==> config.mk <==
export PLATFORM = sky130hd
export DESIGN_NAME = switch_confirm_input
export DESIGN_NICKNAME = d
export VERILOG_FILES = /design/src/rtl/switch_confirm_input.sv
export SDC_FILE = /design/constraint.sdc
export NUM_CORES = 1
export LEC_CHECK = 0
export ABC_AREA = 1
export CAP_MARGIN = 10
export CORE_ASPECT_RATIO = 0.75
export CORE_UTILIZATION = 41
export CTS_CLUSTER_SIZE = 14
export DETAILED_ROUTE_END_ITERATION = 8
export GPL_TIMING_DRIVEN = 0
export PLACE_DENSITY = 0.62
export SLEW_MARGIN = 20
export SYNTH_ARGS = -nofsm -noshare
export SYNTH_HDL_FRONTEND = slang
export SYNTH_SLANG_ARGS = --single-unit
==> constraint.sdc <==
create_clock -name clock -period 4.3 [get_ports clock]
set_input_delay 0.86 -clock clock [delete_from_list [all_inputs] [get_ports clock]]
set_output_delay 0.86 -clock clock [all_outputs]
set_load 0.01 [all_outputs]
==> src/rtl/switch_confirm_input.sv <==
// switch_confirm_input
// Conditions the 16 board switches and the confirm button for the CPU
// switch read path. Both are synchronized into the clock domain, and the
// button is debounced. Each accepted press captures a switch snapshot and
// raises data_valid. The CPU read strobe (rd_ack) clears data_valid again.
//
// Optional build macro: CONFIRM_REPEAT_EN
//   When defined, holding the button re-issues the accept action every
//   REPEAT_CYCLES clocks. When undefined, a held button gives one pulse only.
//
// Debounce FSM:
//   state        | meaning
//   IDLE         | button released and settled
//   PRESS_WAIT   | button seen high, counting stable cycles before accepting
//   PRESSED      | press accepted, button still held
//   RELEASE_WAIT | button seen low, counting stable cycles before re-arming

module switch_confirm_input #(
  parameter int SW_WIDTH        = 16,
  parameter int SYNC_STAGES     = 2,
  parameter int DEBOUNCE_CYCLES = 200000,
  parameter int CNT_W           = 18,
  parameter int REPEAT_CYCLES   = 250000
) (
  input  logic                clock,
  input  logic                reset,
  input  logic [SW_WIDTH-1:0] switches_raw,
  input  logic                confirm_raw,
  input  logic                rd_ack,
  output logic [SW_WIDTH-1:0] sw_live,
  output logic [SW_WIDTH-1:0] sw_data,
  output logic                confirm_pulse,
  output logic                data_valid,
  output logic                overrun
);

  typedef enum logic [1:0] {
    IDLE         = 2'd0,
    PRESS_WAIT   = 2'd1,
    PRESSED      = 2'd2,
    RELEASE_WAIT = 2'd3
  } state_t;

  localparam logic [CNT_W-1:0] DEB_TC  = CNT_W'(DEBOUNCE_CYCLES);
  localparam logic [CNT_W-1:0] CNT_ONE = CNT_W'(1);
  localparam logic [CNT_W-1:0] CNT_MAX = '1;

  // ---------------------------------------------------------------------
  // Synchronizers
  // ---------------------------------------------------------------------
  logic [SYNC_STAGES-1:0][SW_WIDTH-1:0] sw_sync;
  logic [SYNC_STAGES-1:0]               btn_sync;
  logic                                 btn_s;

  // Shift raw inputs through SYNC_STAGES flops; stage 0 may go metastable.
  always_ff @(posedge clock) begin
    if (reset) begin
      sw_sync  <= '0;
      btn_sync <= '0;
    end else begin
      sw_sync  <= {sw_sync[SYNC_STAGES-2:0], switches_raw};
      btn_sync <= {btn_sync[SYNC_STAGES-2:0], confirm_raw};
    end
  end

  assign sw_live = sw_sync[SYNC_STAGES-1];
  assign btn_s   = btn_sync[SYNC_STAGES-1];

  // ---------------------------------------------------------------------
  // Debounce FSM
  // ---------------------------------------------------------------------
  state_t           state;
  state_t           state_nxt;
  logic [CNT_W-1:0] cnt;
  logic [CNT_W-1:0] cnt_nxt;
  logic [CNT_W-1:0] cnt_inc;
  logic             accept_deb;
  logic             repeat_fire;
  logic             accept;

  // Saturating increment; the debounce counter must never wrap back to a
  // value that could match the terminal count a second time.
  assign cnt_inc = (cnt == CNT_MAX) ? cnt : cnt + CNT_ONE;

  // State and debounce counter registers.
  always_ff @(posedge clock) begin
    if (reset) begin
      state <= IDLE;
      cnt   <= '0;
    end else begin
      state <= state_nxt;
      cnt   <= cnt_nxt;
    end
  end

  // Next-state and counter decode; accept_deb marks the PRESS_WAIT->PRESSED edge.
  always_comb begin
    state_nxt  = state;
    cnt_nxt    = cnt;
    accept_deb = 1'b0;
    case (state)
      IDLE: begin
        if (btn_s) begin
          state_nxt = PRESS_WAIT;
          cnt_nxt   = CNT_ONE;
        end else begin
          cnt_nxt = '0;
        end
      end
      PRESS_WAIT: begin
        if (!btn_s) begin
          state_nxt = IDLE;
          cnt_nxt   = '0;
        end else if (cnt == DEB_TC) begin
          state_nxt  = PRESSED;
          cnt_nxt    = '0;
          accept_deb = 1'b1;
        end else begin
          cnt_nxt = cnt_inc;
        end
      end
      PRESSED: begin
        if (!btn_s) begin
          state_nxt = RELEASE_WAIT;
          cnt_nxt   = CNT_ONE;
        end else begin
          cnt_nxt = '0;
        end
      end
      RELEASE_WAIT: begin
        if (btn_s) begin
          // Bounce during release: return to PRESSED without a new pulse.
          state_nxt = PRESSED;
          cnt_nxt   = '0;
        end else if (cnt == DEB_TC) begin
          state_nxt = IDLE;
          cnt_nxt   = '0;
        end else begin
          cnt_nxt = cnt_inc;
        end
      end
      default: begin
        state_nxt = IDLE;
        cnt_nxt   = '0;
      end
    endcase
  end

  // ---------------------------------------------------------------------
  // Auto-repeat (optional)
  // ---------------------------------------------------------------------
`ifdef CONFIRM_REPEAT_EN
  // Terminal value is one less than the period because the count restarts
  // at zero on the same edge it fires, giving exactly REPEAT_CYCLES spacing.
  localparam logic [CNT_W-1:0] REP_TC = CNT_W'(REPEAT_CYCLES - 1);

  logic [CNT_W-1:0] rep_cnt;

  assign repeat_fire = (state == PRESSED) && btn_s && (rep_cnt == REP_TC);

  // Repeat counter runs only while the button is held in PRESSED.
  always_ff @(posedge clock) begin
    if (reset) begin
      rep_cnt <= '0;
    end else if ((state == PRESSED) && btn_s) begin
      rep_cnt <= repeat_fire ? '0 : rep_cnt + CNT_ONE;
    end else begin
      rep_cnt <= '0;
    end
  end
`else
  logic unused_repeat;

  assign repeat_fire   = 1'b0;
  assign unused_repeat = ^CNT_W'(REPEAT_CYCLES);
`endif

  assign accept = accept_deb | repeat_fire;

  // ---------------------------------------------------------------------
  // Snapshot / handshake outputs
  // ---------------------------------------------------------------------

  // Accept beats a same-cycle read; a read alone clears the pending flags.
  always_ff @(posedge clock) begin
    if (reset) begin
      sw_data       <= '0;
      confirm_pulse <= 1'b0;
      data_valid    <= 1'b0;
      overrun       <= 1'b0;
    end else if (accept) begin
      sw_data       <= sw_live;
      confirm_pulse <= 1'b1;
      data_valid    <= 1'b1;
      overrun       <= data_valid & ~rd_ack;
    end else begin
      confirm_pulse <= 1'b0;
      if (rd_ack && data_valid) begin
        data_valid <= 1'b0;
        overrun    <= 1'b0;
      end
    end
  end

endmodule

==> results of run 1 <==
per-stage QoR:
stage               cell area (um^2)  instances
floorplan                       2940        388
global placement                3600        540
detailed placement              3600        540
CTS                             3810        556
global route                    3810        556
finish                          3810        556
flip-flops by register name, summed over array words and instances (netlist names), named ones only:
name,cells
cnt,18
sw_data,16
sw_live,16
sw_sync,16
btn_sync,2
confirm_pulse,1
data_valid,1
overrun,1
state,1
cell usage in the layout (no fill, tap or decap), types with 2 or more instances in the layout:
master	count
ha_1	2
inv_6	2
nand4_1	4
buf_4	17
o21ai_0	17
nor3_1	2
xor2_1	4
a21oi_2	4
dfxtp_1	73
o21ai_1	3
nand3_2	2
nand3_1	19
inv_1	72
nor2_1	71
buf_2	4
clkinvlp_4	3
xnor2_1	3
a21oi_1	21
clkbuf_1	5
clkbuf_8	9
a31oi_1	3
clkdlybuf4s50_1	54
nor2_2	3
nand2_1	49
power breakdown:
part / internal [W] / switching [W] / leakage, nW
combinational: 0.0000422 / 0.0000352 / 0.875
clock: 0.000273 / 0.000265 / 0.0925
sequential: 0.000692 / 0.00000758 / 0.596
area by class of cell:
cell class,instances,area (um^2)
clock inverter,7,78.8
multi-input combinational,214,1020
clock buffer,9,124
tap,98,123
inverter,73,274
sequential,73,1460
fill,679,3060
buffer,28,181
timing repair buffer,54,541
worst paths after layout:
kind | startpoint | end | slack [ns]
worst max-delay path | sw_live[4] | sw_live[4] | 2.08
worst min-delay path | sw_sync[14] | sw_live[14] | 0.41
worst max register to register | cnt[0] | sw_data[8] | 2.40
worst min register to register | sw_sync[14] | sw_live[14] | 0.41
layer usage:
layer	global-route usage	wire length [um]	vias up
li1	-	-	1289
met1	0.267	3380	1072
met2	0.245	2490	76
met3	0.0495	402	2
met4	0.0637	35	0
met5	0	0	-
worst max-delay path, delay by kind of cell (launching register included):
family,cells,cell delay [ns]
buffers and inverters,2,0.65
flip-flops,1,0.38
logic make-up (layout without fill, tap and decap cells):
logic type | Yosys count | in the layout | share of synthesized area
xor+xnor | 7 | 7 | 0.0208
compound gates | 48 | 48 | 0.0880
flops | 73 | 73 | 0.497
fa+ha+maj | 2 | 2 | 0.00851
simple gates | 157 | 157 | 0.231
buf+inv | 101 | 171 | 0.155
==> metrics.md, run 1 <==
| Metric | Value |
|---|---|
| Worst Setup Slack post-DPL | `~1.8 ns` |
| # rows | `26` |
| Post-synth EDFFs | `0` |
| Post-synth ARST share | `0` |
| # setup viols final | `0` |
| Power per Cell Area | `between 300 and 400 nW/um^2` |
| Setup TNS | `0 ns` |
| Peak Freq | `~0.45 GHz` |
| Post-CTS setup buffer count | `0` |
| Outcome | `complete, no violations` |
| CTS Buf Count | `9` |
| Min-Delay Path Class | `flip-flop to flip-flop` |
| Ys flop type | `dfxtp_1` |
| Hold_ws | `roughly 0.41 ns` |
| Wire per inst | `between 10 and 15 um` |
| Hold depth | `2` |
| Worst-path cell chain | `buf_4 -> clkdlybuf4s50_1` |
| Overall Power | `between 0.001 and 0.0015 W` |
| Maximum number of pins on one net before global-route repair | `15` |
| Initial antenna violation count | `0` |
| Top-area cell type share of the netlist area | `0.497` |
| Die Ht | `75.4 um` |
| Clk root buf | `clkbuf_8` |
| Routed WL | `around 6300 um` |
| WP data arrival | `about 1.4 ns` |
| Synthesis-to-layout area growth | `29.4%` |
| I/O Buffers | `54` |
| Final setup margin | `2.08 ns` |
| GRT overflow | `0` |
| Setup crit end kind | `primary output` |
| Global-route usage over all layers | `0.179` |
| Peak VDD IR | `0.197 mV` |
| Htree depth | `3` |
| Rel. slew slack | `0.644` |
| # nets final | `475` |
| CTS tree | `done` |
| Pleak | `1.56 nW` |
| CP max stage cell | `clkdlybuf4s50_1` |
| Slew at the pin with the worst max-slew slack | `roughly 0.53 ns` |
| Worst Path Max Fanout | `2` |
| Crit path kind | `flip-flop to primary output` |
| Post-Synthesis Net Count | `410` |
| Count of final hold-check violations | `0` |
| # hold bufs at CTS | `0` |
| Crit path time final | `~2.2 ns` |
| ANT nets after route | `0` |
| CTS max path bufs | `2` |
| Max Cap Viol | `0` |
| Post-CTS Resized | `0` |
| Worst Clk Skew | `~0.0093 ns` |
| Clock Pin Slew Worst Setup and Hold Paths | `0.08 ns` |
| RSZ-0062 raised after global routing | `false` |
| Synth unique cells | `30` |
| I/O pin count | `55` |
| First-pass GRT wire length | `roughly 10000 um` |
| Ranking of synthesized cells by area | `dfxtp_1 (50%), inv_1 (9.2%), nor2_1 (9.1%), nand2_1 (6.3%), buf_4 (4.3%)` |
| Post-Syn Area | `2940 um^2` |
| N_diodes | `0` |
| Slowest stage delay, CP | `0.53 ns` |
| Full die area | `7520 um^2` |
| Worst path required time | `approximately 3.4 ns` |
| Gate Count Post-Synth | `388` |
| DP Wirelength | `4790 um` |
| Detailed Routing Iterations Pass 1 | `4` |
| Core Area | `6860 um^2` |
| Residual DRC count | `0` |
| Clk sinks | `73` |
| Avg Cell Area, Syn | `7.58 um^2` |
| Sequential share of the synthesized area | `0.497` |
| Via-to-Cell Ratio | `4.39` |
| Largest area contributor in the netlist | `dfxtp_1` |
| Worst reg2reg path depth | `9` |
| Drt first-iter violations | `116` |
| GP Congestion | `0.887` |
| Share of layout cells above drive strength 1 | `0.114` |
| Initial Util | `0.429` |
| Fin util | `0.555` |
| Pins Over Slew Limit | `0` |
| Most numerous cell in the Yosys netlist | `dfxtp_1` |
| Clock Latency Late Sink | `0.34 ns` |
| YS warnings | `0` |
| CP startpoint kind | `flip-flop` |
| Vias in the first global route | `2054` |
| Die Wd | `99.8 um` |
| Flops & latches, synth | `73` |
| DR vias | `2439` |
| Synth cell count leaders | `dfxtp_1 (73), inv_1 (72), nor2_1 (71)` |
| Final worst-path cycle share | `0.516` |
Power figures use the tool's default switching activity.
==> inputs of run 2 (changes only) <==
==> constraint.sdc (replaced) <==
create_clock -name clock -period 2.24 [get_ports clock]
set_input_delay 0.448 -clock clock [delete_from_list [all_inputs] [get_ports clock]]
set_output_delay 0.448 -clock clock [all_outputs]
set_load 0.01 [all_outputs]
==> results of run 2 <==
The final DEF is identical to that of run 1. Status: complete, no violations.
Main changes from that run: setup slack after placement 1.83 ns -> 0.186 ns; setup slack after layout 2.08 ns -> 0.335 ns; start point of the critical path sw_live[4] -> cnt[0]; end point of the critical path sw_live[4] -> sw_data[8]; register-to-register setup slack 2.40 ns -> 0.34 ns; total power 0.00131 W -> 0.00252 W; worst IR drop on VDD 0.197 mV -> 0.379 mV
